==> src/rtl/serial_subtractor_if.sv <==
// Operand/result handshake bundle for the bit-serial subtractor.
// The master supplies operands and result acceptance; the slave computes.
interface serial_subtractor_if #(
  parameter int unsigned WIDTH = 8
);
  logic             in_valid;
  logic             in_ready;
  logic [WIDTH-1:0] a;
  logic [WIDTH-1:0] b;
  logic             bin;
  logic             out_valid;
  logic             out_ready;
  logic [WIDTH-1:0] d;
  logic             bout;
  logic             ovf;

  modport master (
    output in_valid, a, b, bin, out_ready,
    input  in_ready, out_valid, d, bout, ovf
  );

  modport slave (
    input  in_valid, a, b, bin, out_ready,
    output in_ready, out_valid, d, bout, ovf
  );
endinterface

==> src/rtl/serial_subtractor.sv <==
// Bit-serial d = a - b - bin, LSB first, one bit per clock through a single
// borrow flip-flop; difference, unsigned borrow-out and signed overflow.
module serial_subtractor #(
  parameter int unsigned WIDTH = 8
) (
  input  logic                clk,
  input  logic                rst_n,
  serial_subtractor_if.slave  bus
);

  localparam int unsigned CW = $clog2(WIDTH + 1);
  localparam logic [CW-1:0] LAST = CW'(WIDTH - 1);

  typedef enum logic [1:0] {IDLE, RUN, DONE} state_t;

  state_t           state;
  logic [WIDTH-1:0] a_sr;
  logic [WIDTH-1:0] b_sr;
  logic [WIDTH-1:0] d_sr;
  logic             br;
  logic [CW-1:0]    cnt;
  logic             a_msb;
  logic             b_msb;

  logic             x;
  logic             br_next;
  logic [WIDTH:0]   d_cat;
  logic [WIDTH-1:0] d_next;

  // One-bit subtract slice; the new bit enters the result at the MSB end.
  always_comb begin
    x       = a_sr[0] ^ b_sr[0] ^ br;
    br_next = (~a_sr[0] & b_sr[0]) | (~(a_sr[0] ^ b_sr[0]) & br);
    d_cat   = {x, d_sr};
    d_next  = d_cat[WIDTH:1];
  end

  assign bus.in_ready = (state == IDLE);

  always_ff @(posedge clk or negedge rst_n) begin
    if (!rst_n) begin
      state         <= IDLE;
      a_sr          <= '0;
      b_sr          <= '0;
      d_sr          <= '0;
      br            <= 1'b0;
      cnt           <= '0;
      a_msb         <= 1'b0;
      b_msb         <= 1'b0;
      bus.d         <= '0;
      bus.bout      <= 1'b0;
      bus.ovf       <= 1'b0;
      bus.out_valid <= 1'b0;
    end else begin
      case (state)
        IDLE: begin
          if (bus.in_valid) begin
            a_sr  <= bus.a;
            b_sr  <= bus.b;
            br    <= bus.bin;
            a_msb <= bus.a[WIDTH-1];
            b_msb <= bus.b[WIDTH-1];
            cnt   <= '0;
            state <= RUN;
          end
        end
        RUN: begin
          a_sr <= a_sr >> 1;
          b_sr <= b_sr >> 1;
          d_sr <= d_next;
          br   <= br_next;
          cnt  <= cnt + CW'(1);
          if (cnt == LAST) begin
            // On the last slice x is the result MSB, so overflow is decided here.
            bus.d         <= d_next;
            bus.bout      <= br_next;
            bus.ovf       <= (a_msb != b_msb) && (x != a_msb);
            bus.out_valid <= 1'b1;
            state         <= DONE;
          end
        end
        DONE: begin
          if (bus.out_ready) begin
            bus.out_valid <= 1'b0;
            state         <= IDLE;
          end
        end
        default: state <= IDLE;
      endcase
    end
  end

endmodule

==> src/flat_wrapper.sv <==
// flat-port wrapper written by rule: the top's interface ports become plain ports
module serial_subtractor_flat 
#(
  parameter int unsigned WIDTH = 8
)
  (clk, rst_n, bus_in_valid, bus_a, bus_b, bus_bin, bus_out_ready, bus_in_ready, bus_out_valid, bus_d, bus_bout, bus_ovf);
  serial_subtractor_if #(.WIDTH(WIDTH)) bus_i ();
  input  logic clk;
  input  logic rst_n;
  input wire logic [$bits(bus_i.in_valid)-1:0] bus_in_valid;
  input wire logic [$bits(bus_i.a)-1:0] bus_a;
  input wire logic [$bits(bus_i.b)-1:0] bus_b;
  input wire logic [$bits(bus_i.bin)-1:0] bus_bin;
  input wire logic [$bits(bus_i.out_ready)-1:0] bus_out_ready;
  output wire logic [$bits(bus_i.in_ready)-1:0] bus_in_ready;
  output wire logic [$bits(bus_i.out_valid)-1:0] bus_out_valid;
  output wire logic [$bits(bus_i.d)-1:0] bus_d;
  output wire logic [$bits(bus_i.bout)-1:0] bus_bout;
  output wire logic [$bits(bus_i.ovf)-1:0] bus_ovf;
  assign bus_i.in_valid = bus_in_valid;
  assign bus_i.a = bus_a;
  assign bus_i.b = bus_b;
  assign bus_i.bin = bus_bin;
  assign bus_i.out_ready = bus_out_ready;
  assign bus_in_ready = bus_i.in_ready;
  assign bus_out_valid = bus_i.out_valid;
  assign bus_d = bus_i.d;
  assign bus_bout = bus_i.bout;
  assign bus_ovf = bus_i.ovf;
  serial_subtractor #(.WIDTH(WIDTH)) u_core (.clk(clk), .rst_n(rst_n), .bus(bus_i));
endmodule
==> config.mk <==
export PLATFORM = sky130hd
export DESIGN_NAME = serial_subtractor_flat
export DESIGN_NICKNAME = d
export VERILOG_FILES = /design/src/rtl/serial_subtractor_if.sv /design/src/rtl/serial_subtractor.sv /design/src/flat_wrapper.sv
export SDC_FILE = /design/constraint.sdc
export NUM_CORES = 1
export LEC_CHECK = 0
export CORE_MARGIN = 5
export CORE_UTILIZATION = 53
export DETAILED_ROUTE_END_ITERATION = 12
export GPL_TIMING_DRIVEN = 0
export PLACE_DENSITY = 0.8
export SLEW_MARGIN = 20
export SYNTH_ARGS = -nofsm -noshare
export SYNTH_HDL_FRONTEND = slang
export SYNTH_SLANG_ARGS = --single-unit
==> constraint.sdc <==
create_clock -name clk -period 2.2 [get_ports clk]
set_input_delay 0.22 -clock clk [delete_from_list [all_inputs] [get_ports clk]]
set_output_delay 0.22 -clock clk [all_outputs]
set_load 0.1 [all_outputs]
==> results.sh, run 1 <==
export IMPL_timing_rr_start="u_core.b_sr[0]"
export IMPL_outcome="completed"
export IMPL_worstSetupStartpointType="register"
export IMPL_cp_end_kind="output pin"
export IMPL_grt_pass1_vias=1397
export IMPL_yosys_warnings=0
export IMPL_pin_count=33
export IMPL_fill_cells=270
export IMPL_n_antenna_cell=0
export IMPL_r2r_end="u_core.bus.ovf"
export IMPL_crit_path_max_fanout=2
export IMPL_synth_compound_area_share_pct=15.5
export IMPL_dp_cells=246
export IMPL_insertion_delay_ns=0.34
export IMPL_fin_ws_ns=0.116
export IMPL_setup_viol=0
export IMPL_grt_start_max_net_pins=27
export IMPL_cts_tree="yes"
export IMPL_avgSynthCellArea_um2=11.2
export IMPL_synth_async_reset_ratio_pct=100
export IMPL_peakVddDrop_v=0.000666
export IMPL_numCtsBuffers=5
export IMPL_synth_xor_area_share_pct=0
export IMPL_wl_per_cell_um=14.4
export IMPL_period_share_pct=94.7
export IMPL_wl_um=3660
export IMPL_power_density_nw_per_um2=1540
export IMPL_maxCapViolCount=0
export IMPL_muxShareOfSynthArea_pct=7.74
export IMPL_cts_buffer_depth=2
export IMPL_grt_pass1_wl_um=6250
export IMPL_fin_nets=231
export IMPL_grt_overflow=0
export IMPL_synthAdderAreaFrac_pct=1.73
export IMPL_cp_depth=1
export IMPL_cp_startpoint="u_core.bus.out_valid"
export IMPL_fin_crit_ns=2.08
export IMPL_dr_pass1_iters=4
export IMPL_worst_slew_pin_slew_ns=0.980
export IMPL_yosysUniqueCellTypes=30
export IMPL_fmax_mhz=480
export IMPL_syn_nets=191
export IMPL_ys_ff_latch=43
export IMPL_postSynthCellCount=168
export IMPL_start_util_pct=55.3
export IMPL_core_um2=3390
export IMPL_critical_path_max_stage_delay_ns=1.15
export IMPL_post_dp_hpwl_um=2760
export IMPL_layout_drive_gt1_share_pct=16.8
export IMPL_maxSlewHeadroom_pct=34.5
export IMPL_synth_top_family_by_area="compound AO/OA/AOI/OAI gates"
export IMPL_power_uw=3630
export IMPL_fin_worst_skew_ns=0.00779
export IMPL_root_buffer="clkbuf_4"
export IMPL_ys_seq_area_share_pct=57.4
export IMPL_mostFrequentLayoutCells="43 x dfrtp_1, 37 x nand2_1, 29 x clkdlybuf4s50_1"
export IMPL_grt_antenna_before_repair=0
export IMPL_synth_simple_area_share_pct=13.5
export IMPL_netlist_area_um2=1880
export IMPL_rrSetupSlack_ns=0.58
export IMPL_fin_tns_setup_ns=0
export IMPL_dp_slack_ns=0.0490
export IMPL_path_delay_family="buffers and inverters"
export IMPL_htree_levels=2
export IMPL_synth_edf_count=0
export IMPL_final_common_cell="dfrtp_1"
export IMPL_vias_per_cell=5.44
export IMPL_area_delta_synth_final_pct=25.2
export IMPL_cp_required_ns=1.98
export IMPL_slew_violations=0
export IMPL_die_area_um2=4830
export IMPL_rr_worst_depth=5
export IMPL_fin_util_pct=69.3
export IMPL_rsz0062_at_grt="no"
export IMPL_place_gp_congestion=0.790
export IMPL_p_leak_uw=0.00103
export IMPL_final_cells=254
export IMPL_critPathBufInv=1
export IMPL_crit_chain="clkdlybuf4s50_1"
export IMPL_worstSetupPathType="register to output pin"
export IMPL_crit_arrival_ns=1.86
export IMPL_rows=21
export IMPL_hold_viol=0
export IMPL_crit_end="bus_out_valid"
export IMPL_port_buffers=31
export IMPL_dieWidth_um=69.5
export IMPL_synthFlopType="dfrtp_1"
export IMPL_clk_pin_slew_ns=0.11
export IMPL_drc=0
export IMPL_die_h_um=69.5
export IMPL_drt_initial_drc_count=60
export IMPL_ant_nets=0
export IMPL_vias=1382
export IMPL_hp_class="input pin to register"
export IMPL_grt_use_total_pct=16.3
export IMPL_cts_sinks=43
export IMPL_cpMaxStageDelayCell="clkdlybuf4s50_1"
==> synth_stat cells (all sizes together), types with 2 or more instances <==
library cell  number  share of area (%)
nor2b              4                1.3
a32o               2                1.1
a22oi             14                5.6
buf                9                3.1
a21oi              2               0.53
a2bb2oi            3                1.4
nand2             37                7.4
a22o               2               0.93
nand3              2               0.53
dfrtp             43                 57
clkbuf             2               0.40
inv                3               0.60
nand3b             2               0.80
nand2b             2                1.1
mux2              12                7.2
o21ai             17                4.5
nor2               3               0.73
==> worst min path at each step <==
stage / from / slack [ns] / endpoint / cells past startpoint
3_5_place_dp: rst_n / 0.19 / u_core.d_sr[1] / 1
6_report: bus_in_valid / 0.21 / u_core.a_sr[7] / 2
3_3_place_gp: u_core.d_sr[1] / 0.45 / u_core.d_sr[1] / 2
5_1_grt: bus_in_valid / 0.21 / u_core.b_sr[7] / 2
2_1_floorplan: rst_n / -0.08 / u_core.a_msb / 0
4_1_cts: bus_in_valid / 0.21 / u_core.a_sr[7] / 2
==> registers in the layout (all words and copies together), names as in the netlist <==
| name | cells |
|---|---|
| u_core.a_sr | 8 |
| u_core.bus.d | 8 |
| u_core.cnt | 4 |
| u_core.bus.bout | 1 |
| u_core.a_msb | 1 |
| u_core.b_sr | 8 |
| u_core.state | 2 |
| u_core.bus.ovf | 1 |
| u_core.br | 1 |
| u_core.d_sr | 7 |
| u_core.bus.out_valid | 1 |
| u_core.b_msb | 1 |
==> repair_timing <==
action,CTS,global route
endpoints found under the hold margin,17,0
buffers inserted,0,0
endpoints found under the setup margin,1,0
gates resized for setup,3,0
hold buffers,1,0
==> cell families (layout without fill, tap and decap cells) <==
logic type,Yosys count,count (layout)
buf+inv,14,54
flops,43,43
simple gates,53,53
compound gates,43,43
fa+ha+maj,2,2
mux,13,13
==> power by group <==
part	switching, uW	leakage, uW	internal (uW)	total [uW]
registers	207	0.000546	1120	1330
clock network	230	0.0000383	234	464
logic	1210	0.000449	624	1830
total	1650	0.00103	1980	3630
==> through the flow <==
| stage | area, um2 | hold slack, ns |
|---|---|---|
| after global routing | 2350 | 0.213 |
| final | 2350 | 0.211 |
| after global placement | 2240 | 0.454 |
| after detailed placement | 2270 | 0.193 |
| after floorplan | 1880 | -0.0756 |
| after CTS | 2350 | 0.206 |
==> final cells by class <==
| cell class | count | area (um2) | share of cell area [%] |
|---|---|---|---|
| plain buffers | 11 | 66.3 | 2.82 |
| clock buffers | 6 | 41.3 | 1.76 |
| clock inverters | 1 | 30.0 | 1.28 |
| inverters | 3 | 11.3 | 0.479 |
| multi-input cells | 111 | 722 | 30.7 |
| flip-flops and latches | 43 | 1080 | 45.8 |
| well taps | 46 | 57.6 | 2.45 |
| repair buffers | 33 | 344 | 14.7 |
==> per-layer routing <==
| layer | up-vias | GRT usage, % | part of all wire [%] |
|---|---|---|---|
| li1 | 665 | - | - |
| met1 | 678 | 19.5 | 44 |
| met2 | 32 | 27.6 | 50 |
| met3 | 7 | 4.49 | 4.5 |
| met4 | 0 | 6.51 | 1.6 |
| met5 | - | 0 | 0 |
(Power assumes the default switching activity.)
==> inputs of run 2 (changes only) <==
--- a/config.mk
+++ b/config.mk
@@ -7,6 +7,7 @@
 export LEC_CHECK = 0
 export CORE_MARGIN = 5
 export CORE_UTILIZATION = 53
+export CTS_CLUSTER_SIZE = 10
 export DETAILED_ROUTE_END_ITERATION = 12
 export GPL_TIMING_DRIVEN = 0
 export PLACE_DENSITY = 0.8
==> results of run 2 <==
No change in the layout: final DEF, timing and power equal those of run 1.
==> inputs of run 3 (changes only) <==
--- a/config.mk
+++ b/config.mk
@@ -10,7 +10,7 @@
 export CTS_CLUSTER_SIZE = 10
 export DETAILED_ROUTE_END_ITERATION = 12
 export GPL_TIMING_DRIVEN = 0
-export PLACE_DENSITY = 0.8
+export PLACE_DENSITY = 0.79
 export SLEW_MARGIN = 20
 export SYNTH_ARGS = -nofsm -noshare
 export SYNTH_HDL_FRONTEND = slang
==> run 3 against run 2 <==
Effect of this change:
- fmax down 1.1%
- sequential power about the same
- power down 2.2%
- die area unchanged
- routed wire length up 4.6%
- critical path type unchanged
- critical endpoint unchanged
- largest power group unchanged
==> results.sh, run 3 (synthesized netlist as in run 1, its figures left out) <==
export IMPL_hp_class="input pin to register"
export IMPL_outcome="completed"
export IMPL_cts_sinks=43
export IMPL_fill_cells=265
export IMPL_pin_count=33
export IMPL_power_density_nw_per_um2=1530
export IMPL_r2r_end="u_core.bus.ovf"
export IMPL_dp_cells=246
export IMPL_cts_setup_buffers=0
export IMPL_largestRegisters="u_core.a_sr: 8 flops, u_core.b_sr: 8 flops, u_core.bus.d: 8 flops"
export IMPL_worstSetupPathType="register to output pin"
export IMPL_path_delay_family="buffers and inverters"
export IMPL_dr_pass1_iters=5
export IMPL_fmax_mhz=475
export IMPL_grt_start_max_net_pins=27
export IMPL_peakVddDrop_v=0.000610
export IMPL_wl_met1_um=1670
export IMPL_hold_worst_slack_ns=0.197
export IMPL_die_h_um=69.5
export IMPL_rsz0062_at_grt="no"
export IMPL_vias_per_cell=5.41
export IMPL_holdPathEnd="u_core.a_sr[7]"
export IMPL_ant_nets=0
export IMPL_n_antenna_cell=0
export IMPL_rrSetupSlack_ns=0.59
export IMPL_slew_violations=0
export IMPL_final_common_cell="dfrtp_1"
export IMPL_rr_worst_depth=5
export IMPL_grt_overflow=0
export IMPL_insertion_delay_ns=0.35
export IMPL_dr_wl_met3_um=192
export IMPL_wl_per_cell_um=15.0
export IMPL_clk_pin_slew_ns=0.12
export IMPL_place_gp_congestion=0.822
export IMPL_area_delta_synth_final_pct=23.9
export IMPL_fin_nets=231
export IMPL_post_dp_hpwl_um=2850
export IMPL_dieWidth_um=69.5
export IMPL_fin_crit_ns=2.11
export IMPL_drt_initial_drc_count=63
export IMPL_grt_use_total_pct=17.0
export IMPL_period_share_pct=95.7
export IMPL_worstHoldStart="bus_in_valid"
export IMPL_core_um2=3390
export IMPL_hold_path_depth=2
export IMPL_critical_path_max_stage_delay_ns=1.14
export IMPL_fin_tns_setup_ns=0
export IMPL_crit_path_max_fanout=2
export IMPL_critPathBufInv=1
export IMPL_grt_antenna_before_repair=0
export IMPL_hold_viol=0
export IMPL_worstSetupStartpointType="register"
export IMPL_layout_drive_gt1_share_pct=17.2
export IMPL_p_leak_uw=0.00102
export IMPL_htree_levels=2
export IMPL_mostFrequentLayoutCells="43 x dfrtp_1, 37 x nand2_1, 29 x clkdlybuf4s50_1"
export IMPL_power_uw=3550
export IMPL_fin_util_pct=68.5
export IMPL_wl_um=3830
export IMPL_crit_arrival_ns=1.89
export IMPL_setup_viol=0
export IMPL_cp_required_ns=1.98
export IMPL_cts_tree="yes"
export IMPL_met2_length_um=1920
export IMPL_die_area_um2=4830
export IMPL_drc=0
export IMPL_maxCapViolCount=0
export IMPL_port_buffers=31
export IMPL_cpMaxStageDelayCell="clkdlybuf4s50_1"
export IMPL_grt_pass1_vias=1440
export IMPL_grt_pass1_wl_um=6570
export IMPL_final_cells=255
export IMPL_start_util_pct=55.3
export IMPL_rows=21
export IMPL_vias=1379
export IMPL_timing_rr_start="u_core.b_sr[0]"
export IMPL_crit_chain="clkdlybuf4s50_1"
export IMPL_cp_end_kind="output pin"
export IMPL_fin_worst_skew_ns=0.00717
export IMPL_worst_slew_pin_slew_ns=0.973
export IMPL_cts_buffer_depth=2
export IMPL_numCtsBuffers=5
export IMPL_maxSlewHeadroom_pct=34.9
export IMPL_top_layer_used="met4"
export IMPL_root_buffer="clkbuf_4"
## run 3: how the worst max path moves through the flow
stage,startpoint,endpoint,slack [ns],cells past startpoint
after global placement,rst_n,u_core.a_msb,-0.08,1
after detailed placement,u_core.state[1],bus_in_ready,0.04,3
after CTS,u_core.bus.out_valid,bus_out_valid,0.08,1
final,u_core.bus.out_valid,bus_out_valid,0.09,1
after global routing,u_core.bus.bout,bus_bout,0.04,1
after floorplan,u_core.state[1],u_core.a_msb,0.19,4
## run 3: layout make-up
class	instances	area, um2	area share (%)
Tap cell	46	57.6	2.48
Clock buffer	6	41.3	1.78
Timing Repair Buffer	33	337	14.5
Buffer	11	66.3	2.85
Multi-Input combinational cell	111	722	31.1
Clock inverter	2	12.5	0.539
Sequential cell	43	1080	46.3
Inverter	3	11.3	0.485
## run 3: per-layer routing
layer / GRT usage (%) / up-vias
met1: 20.1 / 673
met4: 6.94 / 0
met2: 29.1 / 40
li1: - / 660
met5: 0 / -
met3: 4.78 / 6
## run 3: repair_timing
action                                  CTS  global route
hold endpoints to repair                 17             0
hold buffers                              1             0
endpoints found under the setup margin    1             0
gates resized for setup                   3             0
## run 3: through the flow
step | area, um2 | setup slack [ns]
CTS | 2320 | 0.0820
finish | 2320 | 0.0936
floorplan | 1880 | 0.191
detailed placement | 2260 | 0.0410
global placement | 2240 | -0.0757
global route | 2320 | 0.0417
## run 3: report_power, final
group | switching, uW | internal, uW | total (uW)
clock | 247 | 123 | 371
sequential | 216 | 1120 | 1340
combinational | 1220 | 621 | 1840
